**config.mk**
```make
export PLATFORM = sky130hd
export DESIGN_NAME = axi_read_burst_engine
export DESIGN_NICKNAME = d
export VERILOG_FILES = /design/src/rtl/axi_read_burst_engine.sv
export SDC_FILE = /design/constraint.sdc
export NUM_CORES = 1
export LEC_CHECK = 0
export CORE_AREA = 2 2 116 118
export CTS_CLUSTER_DIAMETER = 150
export DETAILED_ROUTE_END_ITERATION = 8
export DIE_AREA = 0 0 118 120
export PLACE_DENSITY = 0.77
export SETUP_SLACK_MARGIN = 0.1
export SYNTH_ARGS = -nofsm -noshare
export SYNTH_HDL_FRONTEND = slang
export SYNTH_SLANG_ARGS = --single-unit
```
**constraint.sdc**
```tcl
create_clock -name clk -period 3.3 [get_ports clk]
set_input_delay 0.825 -clock clk [delete_from_list [all_inputs] [get_ports clk]]
set_output_delay 0.825 -clock clk [all_outputs]
set_load 0.005 [all_outputs]
```
**src/rtl/axi_read_burst_engine.sv**
```systemverilog
// AXI4 read burst engine: one request is split into bursts by an external transfer controller, and the read data is streamed out.
// Optional: define AXI_READ_BURST_ENGINE_ERR_CHECK_EN to add a sticky error output for RRESP/RLAST faults.
module axi_read_burst_engine #(
    parameter int AXI_ADDR_W = 32,
    parameter int AXI_DATA_W = 32,
    parameter int LEN_W      = 32
) (
    input  logic                  clk,
    input  logic                  rst,
    input  logic                  req_valid,
    output logic                  req_ready,
    input  logic [AXI_ADDR_W-1:0] req_addr,
    input  logic [LEN_W-1:0]      req_len,
    output logic [AXI_ADDR_W-1:0] ctrl_address,
    output logic [LEN_W-1:0]      ctrl_length,
    output logic                  ctrl_transfer_start,
    output logic                  ctrl_burst_start,
    input  logic [AXI_ADDR_W-1:0] ctrl_axaddr,
    input  logic [7:0]            ctrl_axlen,
    input  logic                  ctrl_last_transfer,
    output logic [AXI_ADDR_W-1:0] m_araddr,
    output logic [7:0]            m_arlen,
    output logic [2:0]            m_arsize,
    output logic [1:0]            m_arburst,
    output logic                  m_arvalid,
    input  logic                  m_arready,
    input  logic [AXI_DATA_W-1:0] m_rdata,
    input  logic [1:0]            m_rresp,
    input  logic                  m_rlast,
    input  logic                  m_rvalid,
    output logic                  m_rready,
    output logic [AXI_DATA_W-1:0] out_data,
    output logic                  out_valid,
    input  logic                  out_ready,
    output logic                  out_last,
`ifdef AXI_READ_BURST_ENGINE_ERR_CHECK_EN
    output logic                  error,
`endif
    output logic                  done,
    output logic                  busy
);

    localparam logic [2:0] IDLE  = 3'd0;
    localparam logic [2:0] START = 3'd1;
    localparam logic [2:0] ADDR  = 3'd2;
    localparam logic [2:0] DATA  = 3'd3;
    localparam logic [2:0] DONE  = 3'd4;

    localparam logic [2:0] ARSIZE = 3'($clog2(AXI_DATA_W / 8));

    logic [2:0] state;
    logic [7:0] beat_cnt;
    logic [7:0] beat_target;
    logic       last_burst;
    logic       req_fire;
    logic       ar_fire;
    logic       beat;
    logic       final_beat_of_burst;

    assign req_fire            = req_valid && (state == IDLE);
    assign ar_fire             = (state == ADDR) && m_arready;
    assign beat                = (state == DATA) && m_rvalid && out_ready;
    assign final_beat_of_burst = (beat_cnt == beat_target);

    always_ff @(posedge clk or posedge rst) begin
        if (rst) begin
            state        <= IDLE;
            ctrl_address <= '0;
            ctrl_length  <= '0;
            beat_cnt     <= '0;
            beat_target  <= '0;
            last_burst   <= 1'b0;
        end else begin
            case (state)
                IDLE: begin
                    if (req_fire) begin
                        if (req_len != '0) begin
                            ctrl_address <= req_addr;
                            ctrl_length  <= req_len;
                            state        <= START;
                        end else begin
                            state <= DONE;
                        end
                    end
                end
                START: state <= ADDR;
                ADDR: begin
                    if (m_arready) begin
                        beat_target <= ctrl_axlen;
                        last_burst  <= ctrl_last_transfer;
                        beat_cnt    <= '0;
                        state       <= DATA;
                    end
                end
                DATA: begin
                    // Burst length comes from the latched ARLEN; RLAST is never consulted here.
                    if (beat) begin
                        beat_cnt <= beat_cnt + 8'd1;
                        if (final_beat_of_burst) begin
                            state <= last_burst ? DONE : ADDR;
                        end
                    end
                end
                DONE:    state <= IDLE;
                default: state <= IDLE;
            endcase
        end
    end

    assign req_ready           = (state == IDLE);
    assign ctrl_transfer_start = (state == START);
    assign ctrl_burst_start    = ar_fire;
    assign m_arvalid           = (state == ADDR);
    assign m_araddr            = ctrl_axaddr;
    assign m_arlen             = ctrl_axlen;
    assign m_arsize            = ARSIZE;
    assign m_arburst           = 2'b01;
    assign m_rready            = (state == DATA) && out_ready;
    assign out_valid           = (state == DATA) && m_rvalid;
    assign out_data            = m_rdata;
    assign out_last            = (state == DATA) && last_burst && final_beat_of_burst;
    assign done                = (state == DONE);
    assign busy                = (state != IDLE);

`ifdef AXI_READ_BURST_ENGINE_ERR_CHECK_EN
    always_ff @(posedge clk or posedge rst) begin
        if (rst) begin
            error <= 1'b0;
        end else if (req_fire) begin
            error <= 1'b0;
        end else if (beat && ((m_rresp != 2'b00) || (m_rlast != final_beat_of_burst))) begin
            error <= 1'b1;
        end
    end
`else
    logic unused_resp;
    assign unused_resp = ^{m_rresp, m_rlast};
`endif

endmodule

```
# Word-level counts from Yosys, hierarchy flattened
# Cells that the tools add are included.
op_classes:
  n_reduce_logical: 15
  muxes: 10
  addsub: 1
  n_eq_ne: 9
op_table:
  columns: ["cell", "count"]
  rows:
  - ["nonzero test 32 bit", 1]
  - ["2-to-1 mux 3 bit", 6]
  - ["2-to-1 mux 8 bit", 2]
  - ["one-hot mux 8 bit (2 select lines)", 1]
  - ["one-hot mux 3 bit (4 select lines)", 1]
  - ["adder 8 x 1 -> 8 bit (second input constant)", 1]
  - ["== test 8 bit", 1]
  - ["logical AND 1 bit", 7]
  - ["== test 3 x 2 -> 1 bit (second input constant)", 2]
  - ["AND reduction 3 bit", 2]
  - ["!= test 2 x 1 -> 1 bit (second input constant)", 2]
  - ["!= test 2 bit (second input constant)", 2]
  - ["AND reduction 4 bit", 1]
  - ["== test 3 x 1 -> 1 bit (second input constant)", 1]
  - ["== test 3 bit (second input constant)", 1]
  - ["zero test 3 bit", 1]
  - ["nonzero test 3 bit", 1]
  - ["AND reduction 2 bit", 1]
  - ["nonzero test 2 bit", 1]
word_totals:
  ff_bits: 84
  output_inout_bits: 150
  inputBits: 146

# Depth between registers and ports, before layout
# Gate-level depths: netlist of the first run.
depth:
  word_depth: 5
  mapped_depth: 6

# Least setup slack after synthesis of the first run
# Ideal clock, no wire load.
synth_path:
  path_kind: "in2out"
  start: "in m_arready"
  end: "out ctrl_burst_start"
  arrival_ps: 1366
  setup_slack_ps: 1109
  cell_stages: 2
  path_cell_list: "nor3b_2 > buf_2"
synth_between:
  elab_chain_len: 1
synth_lines:
  columns: ["element", "line", "rtl"]
  rows:
  - ["from (decl)", "26", "input logic m_arready,"]
  - ["logical AND 1 bit", "61", "assign ar_fire = (state == ADDR) && m_arready;"]
  - ["to (decl)", "17", "output logic ctrl_burst_start,"]
# No other way between the ends.

# Final worst setup path of the first run
layout_path:
  start: "reg beat_cnt[0]"
  end: "out out_last"
layout_between:
  elab_chain_len: 2
layout_lines:
  columns: ["element", "line", "rtl"]
  rows:
  - ["from (decl)", "52", "logic [7:0] beat_cnt;"]
  - ["from (signal assigned)", "98", "beat_cnt <= beat_cnt + 8'd1;"]
  - ["== test 8 bit", "63", "assign final_beat_of_burst = (beat_cnt == beat_target);"]
  - ["logical AND 1 bit", "121", "assign out_last = (state == DATA) && last_burst && final_beat_of_burst;"]
  - ["to (decl)", "35", "output logic out_last,"]
# No other way between the ends.

==> metrics.txt, run 1 <==
post-placement cell count=slightly below 600; Antenna diodes=0; cts-stage hold buffer count=0; Worst-path clk slew=0.07 ns; Design Area, Final=between 5000 and 6000 um^2; share of cells above drive strength 1=~18%; post-synthesis mux area share=a little under a quarter; port buffer count=about 160; max-cap violations=0; clock buffer depth=2; status=completed; Final Wtd Congestion=0.842; final setup TNS=0 ns; vias per inst=4.64; main combinational cell family by area after synthesis=multiplexers; Simple-Gate Fraction of Synth Area=6.73%; largest net degree at the start of global routing=42; non-filler cells, final=approximately 600; TritonCTS clock tree=done; pre-CTS setup slack=0.152 ns; post-synth cell types=39; initial antenna violation count=0; Worst EP required=2.47 ns; Setup Buffers After CTS=0; VDD IR max=approximately 0.00036 V; Post-Route M1 WL=3.92 mm; Final ANT Viol Nets=0; commonest non-fill, non-tap cell in the layout=clkdlybuf4s50_1; Synth area leader=dfrtp_1; Slew HR=52.4%; Mapped Area=between 4000 and 5000 um^2; gr ovfl total=0; Initial Util=33.1%; Fmax achieved=between 300 and 400 MHz; All-Layer GR Usage=14.1%; Finished Core Util=45.2%; Final Skew=0.00587 ns; row count=42; top area cells in the synthesized netlist=dfrtp_1 49%, mux2_4 17%, buf_4 14%; Worst-Skew Late Latency=~0.34 ns; vias=about 2800; Top Metal Used=met4; setup ws final=0.306 ns; power per cell area=841 nW/um^2; fin crit period=2.99 ns; RSZ-0062 raised after global routing=false; Die Wd=118 um; H-tree levels=3; adder-cell share of the synthesized area=0.291%; fillers=1196; IO Pins=296; Post-DP Area=5550 um^2; area grow syn2layout=36.5%; top-area cell type share of the netlist area=48.9%; final wirelength=9.79 mm; Synthesis Warnings=0; CTS Buf Count=9; worst-path fanout max=6; setup violators final=0; highest-count cells in the layout ignoring fill and taps=159 x clkdlybuf4s50_1, 84 x dfrtp_1, 49 x mux2_4; vias in the first global route=approximately 3000; Hold Path Class=flip-flop to flip-flop; Layout Nets=~570; drt initial violations=75; routed len/inst=16.3 um; dpl hpwl=7.35 mm; Core Area=13000 um^2; WS Path Type=flip-flop to output pin; first-pass GRT wire length=15.6 mm; die area=14200 um^2; syn avg cell area=13.1 um^2; drc violations=0; DR WL met3=about 790 um; clock sink count=84; Initial DRT Pass Iterations=4; xor/xnor share of the synthesized area=1.83%; Tcrit/Tclk final=90.7%; startpoint types=flip-flop; Post-Synthesis Cells=328; Slew Limit Fails=0; Arr. time, crit path=~2.2 ns; Yosys reg bits=84; Root Buffer=clkbuf_16; Synth Area in Compound Gates=2.71%; Fin. Hold Viols=0; Die Y=120 um; sequential area share after synthesis=48.9%; worst slew pin tran=0.714 ns; routed wl met2=around 4.8 mm; Crit. End Element=output pin; leakage=approximately 0.0026 uW
## cell families after synthesis
kind of cell	Yosys count
buffers and inverters	91
flip-flops	84
multiplexers	74
AND/OR/NAND/NOR	49
AO/OA/AOI/OAI	18
XOR/XNOR	9
other	2
adder cells (fa/ha/maj)	1
## synth_stat cells
library cell  count
dfrtp_1          84
inv_1             5
nor3b_2           1
a211oi_1          2
nand3b_1          1
nor2_1            4
nor3b_1           1
a21oi_1           4
a21o_1            1
nand4_1           6
nand2_1           7
buf_2             2
nor3_1            1
o21a_1            1
o31ai_1           3
ha_1              1
buf_4            78
a22o_1            1
o21bai_1          1
buf_6             5
nor4_1           11
mux2_4           49
or4_1             2
nor3_2            1
and2_1            2
xnor2_1           9
o211ai_1          1
nand3_1           5
o21ai_1           3
mux2_1           24
conb_1            2
and4_1            1
clkbuf_1          1
mux2i_1           1
or3_1             1
nand2b_1          2
nor2b_1           1
o21ai_0           1
and3_1            2
## what timing repair did
item	4_1_cts	5_1_grt
setup endpoints to repair	0	1
endpoints found under the hold margin	0	0
gates resized for setup	0	1
## sequential cells by signal, indices dropped and copies added (netlist names)
| name | flops |
|---|---|
| ctrl_length | 32 |
| beat_cnt | 8 |
| state | 3 |
| ctrl_address | 32 |
| beat_target | 8 |
| last_burst | 1 |
## critical path, cell delays in order (launching register included)
cell and delay (ns):
dfrtp_1 0.45, xnor2_1 0.18, nand4_1 0.23, nor4_2 0.41, clkdlybuf4s50_1 0.57
## metal layers
metal	up-vias	track usage, %
li1	1250	-
met1	1371	16.2
met2	133	23.0
met3	37	4.71
met4	0	8.28
met5	-	0
## stage by stage
step / total power, uW / hold slack [ns]
floorplan: 2820 / 0.478
global placement: 3850 / 0.477
detailed placement: 3910 / 0.481
CTS: 5000 / 0.500
global route: 5230 / 0.522
finish: 4930 / 0.497
## cell type report
type / instances / area [um^2] / area share [%]
flip-flops and latches: 84 / 2100 / 35.8
clock buffers: 9 / 225 / 3.84
repair buffers: 164 / 1670 / 28.4
multi-input cells: 156 / 1550 / 26.4
clock inverters: 7 / 82.6 / 1.41
well taps: 176 / 220 / 3.75
inverters: 5 / 20.0 / 0.341
## worst paths after layout
check	start	to	slack (ns)	cells after the start
max	beat_cnt[0]$_DFFE_PP0P_	out_last	0.31	4
max in group asynchronous	rst	ctrl_address[25]$_DFFE_PP0P_	1.76	3
min	ctrl_address[13]$_DFFE_PP0P_	ctrl_address[13]$_DFFE_PP0P_	0.50	1
max reg2reg	state[0]$_DFFE_PP0P_	ctrl_address[17]$_DFFE_PP0P_	1.33	5
min reg2reg	ctrl_address[13]$_DFFE_PP0P_	ctrl_address[13]$_DFFE_PP0P_	0.50	1
min in group asynchronous	rst	ctrl_address[23]$_DFFE_PP0P_	0.90	2
## power breakdown
part           internal (uW)  leakage [uW]  total (uW)  switching, uW
clock network            598      0.000145        1040            445
registers               1510       0.00103        1840            330
logic                   1440       0.00138        2050            609
No activity file was read; power rests on OpenSTA's default activity.
==> inputs of run 2 (changes only) <==
--- a/config.mk
+++ b/config.mk
@@ -5,11 +5,11 @@
 export SDC_FILE = /design/constraint.sdc
 export NUM_CORES = 1
 export LEC_CHECK = 0
-export CORE_AREA = 2 2 116 118
+export CORE_AREA = 2 2 113 115
 export CTS_CLUSTER_DIAMETER = 150
 export DETAILED_ROUTE_END_ITERATION = 8
-export DIE_AREA = 0 0 118 120
-export PLACE_DENSITY = 0.77
+export DIE_AREA = 0 0 115 117
+export DONT_BUFFER_PORTS = 1
 export SETUP_SLACK_MARGIN = 0.1
 export SYNTH_ARGS = -nofsm -noshare
 export SYNTH_HDL_FRONTEND = slang
==> constraint.sdc (replaced) <==
create_clock -name clk -period 3.2 [get_ports clk]
set_input_delay 0.8 -clock clk [delete_from_list [all_inputs] [get_ports clk]]
set_output_delay 0.8 -clock clk [all_outputs]
set_load 0.005 [all_outputs]
==> metrics.txt, run 2 (synthesized netlist as in run 1, its figures left out) <==
Fin. Hold Viols=0 (unchanged); leakage=0.00195 uW (-24%); routed len/inst=19.9 um (+22%); Switch Pwr=1230 uW (-11%); Slew Limit Fails=0 (unchanged); setup violators final=0 (unchanged); RR Endpoint=ctrl_address[16]$_DFFE_PP0P_; Crit Reg-Reg Startpoint=state[0]$_DFFE_PP0P_; clock buffer depth=2 (unchanged); first-pass GRT wire length=12.2 mm (-22%); drc violations=0 (unchanged); Arr. time, crit path=1.71 ns (-0.46 ns); H-tree levels=3 (unchanged); Finished Core Util=34.5% (-11 points); All-Layer GR Usage=12.2% (-1.9 points); vias in the first global route=2241 (-25%); Antenna diodes=0 (unchanged); Root Buffer=clkbuf_16; final setup TNS=0 ns (unchanged); RSZ-0062 raised after global routing=false; TritonCTS clock tree=done; Layout Nets=407 (-28%); Initial DRT Pass Iterations=4 (unchanged); Fmax achieved=399 MHz; Die Wd=115 um (-2.5%); sequential share of power=48.3% (+11 points); Hold Path Class=input port to async pin; dpl hpwl=6.11 mm (-17%); switch share=29.5% (+1.4 points); R2R Setup Slk=1.21 ns (-0.12 ns); Worst-path clk slew=0.06 ns (about the same); vias per inst=5.15 (+11%); Pwr Total=4160 uW (-16%); commonest non-fill, non-tap cell in the layout=dfrtp_1; share of cells above drive strength 1=27.5% (+9.9 points); Final Wtd Congestion=0.747 (-11%); Core Area=12300 um^2 (-5.1%); CTS Buf Count=9 (unchanged); vias=2139 (-23%); Final ANT Viol Nets=0 (unchanged); WS Path Type=flip-flop to output pin; Setup Buffers After CTS=0 (unchanged); R2R depth=5 (unchanged); Worst EP required=2.40 ns (-0.07 ns); IO Pins=296 (unchanged); Crit. End Element=output pin; clock share of power=26.5% (+5.4 points); Tcrit/Tclk final=between 70% and 80%; die area=13500 um^2 (-5.0%); fin crit period=~2.5 ns; biggest regs=ctrl_address x32, ctrl_length x32; Die Y=117 um (-2.5%); initial antenna violation count=0 (unchanged); cts-stage hold buffer count=0 (unchanged); PostCTS Resize Cnt=0 (unchanged); clock sink count=84 (unchanged); startpoint types=flip-flop; area grow syn2layout=-1.25%; drt initial violations=55 (-27%); worst-path fanout max=7 (+1); VDD IR max=0.000344 V (-5.7%); power per cell area=981 nW/um^2 (+17%); max-cap violations=0 (unchanged); row count=41 (-2.4%); final wirelength=8.26 mm (-16%); part of the power in combinational logic=25.2% (-16 points); worst slew pin tran=0.842 ns (+0.129 ns); Slew HR=43.8% (-8.6 points); highest-count cells in the layout ignoring fill and taps=84 x dfrtp_1, 49 x mux2_4, 24 x mux2_1; largest net degree at the start of global routing=47 (+12%); Initial Util=34.9% (+1.8 points); Post-DP Area=3920 um^2 (-29%); port buffer count=0 (-100%); Internal Power=2940 uW (-17%); Design Area, Final=4240 um^2 (-28%); gr ovfl total=0 (unchanged); status=completed; Worst-Skew Late Latency=0.34 ns (about the same); Final Skew=0.00849 ns (+0.00262 ns)
## run 2: worst max path at each step
| stage | start | endpoint | cells after the start | slack (ns) |
|---|---|---|---|---|
| after floorplan | rst | beat_cnt[0]$_DFFE_PP0P_ | 1 | 0.23 |
| after global placement | req_len[26] | ctrl_address[14]$_DFFE_PP0P_ | 5 | 0.51 |
| after detailed placement | req_len[26] | ctrl_address[16]$_DFFE_PP0P_ | 5 | 0.44 |
| after CTS | state[1]$_DFFE_PP0P_ | out_last | 3 | 0.67 |
| after global routing | state[1]$_DFFE_PP0P_ | out_last | 3 | 0.43 |
| final | state[1]$_DFFE_PP0P_ | out_last | 3 | 0.69 |
## run 2: power groups by stage
| stage | sequential [uW] | combinational (uW) | clock, uW |
|---|---|---|---|
| after global placement | 2020 | 1030 | 0 |
| after global routing | 2080 | 1150 | 1190 |
| after detailed placement | 2030 | 1070 | 0 |
| final | 2010 | 1050 | 1100 |
| after floorplan | 1870 | 1030 | 0 |
| after CTS | 2020 | 1070 | 1140 |
## run 2: final cells by class
| cell class | count | area, um^2 |
|---|---|---|
| Clock buffer | 13 | 280 |
| Clock inverter | 3 | 42.5 |
| Fill cell | 1219 | 8070 |
| Inverter | 5 | 20.0 |
| Multi-Input combinational cell | 156 | 1540 |
| Sequential cell | 84 | 2100 |
| Tap cell | 150 | 188 |
| Timing Repair Buffer | 4 | 67.6 |
## run 2: critical path, stage by stage (launching register included)
cell and delay, ns:
dfrtp_1 0.46, nor2b_1 0.32, nand3_1 0.19, nor4_1 0.39
## run 2: through the flow
stage | std cells | hold slack, ns | worst slack, ns
floorplan | 331 | 0.478 | 0.235
global placement | 399 | 0.503 | 0.513
detailed placement | 399 | 0.505 | 0.444
CTS | 415 | 0.506 | 0.666
global route | 415 | 0.533 | 0.434
finish | 415 | 0.483 | 0.694
## run 2: layer usage
| metal | part of all wire [%] | routed length (um) | global-route usage, % |
|---|---|---|---|
| met1 | 39 | 3190 | 14.0 |
| met2 | 48 | 3940 | 18.3 |
| met3 | 10 | 864 | 5.82 |
| met4 | 3.3 | 270 | 7.55 |
| met5 | 0 | 0 | 0 |
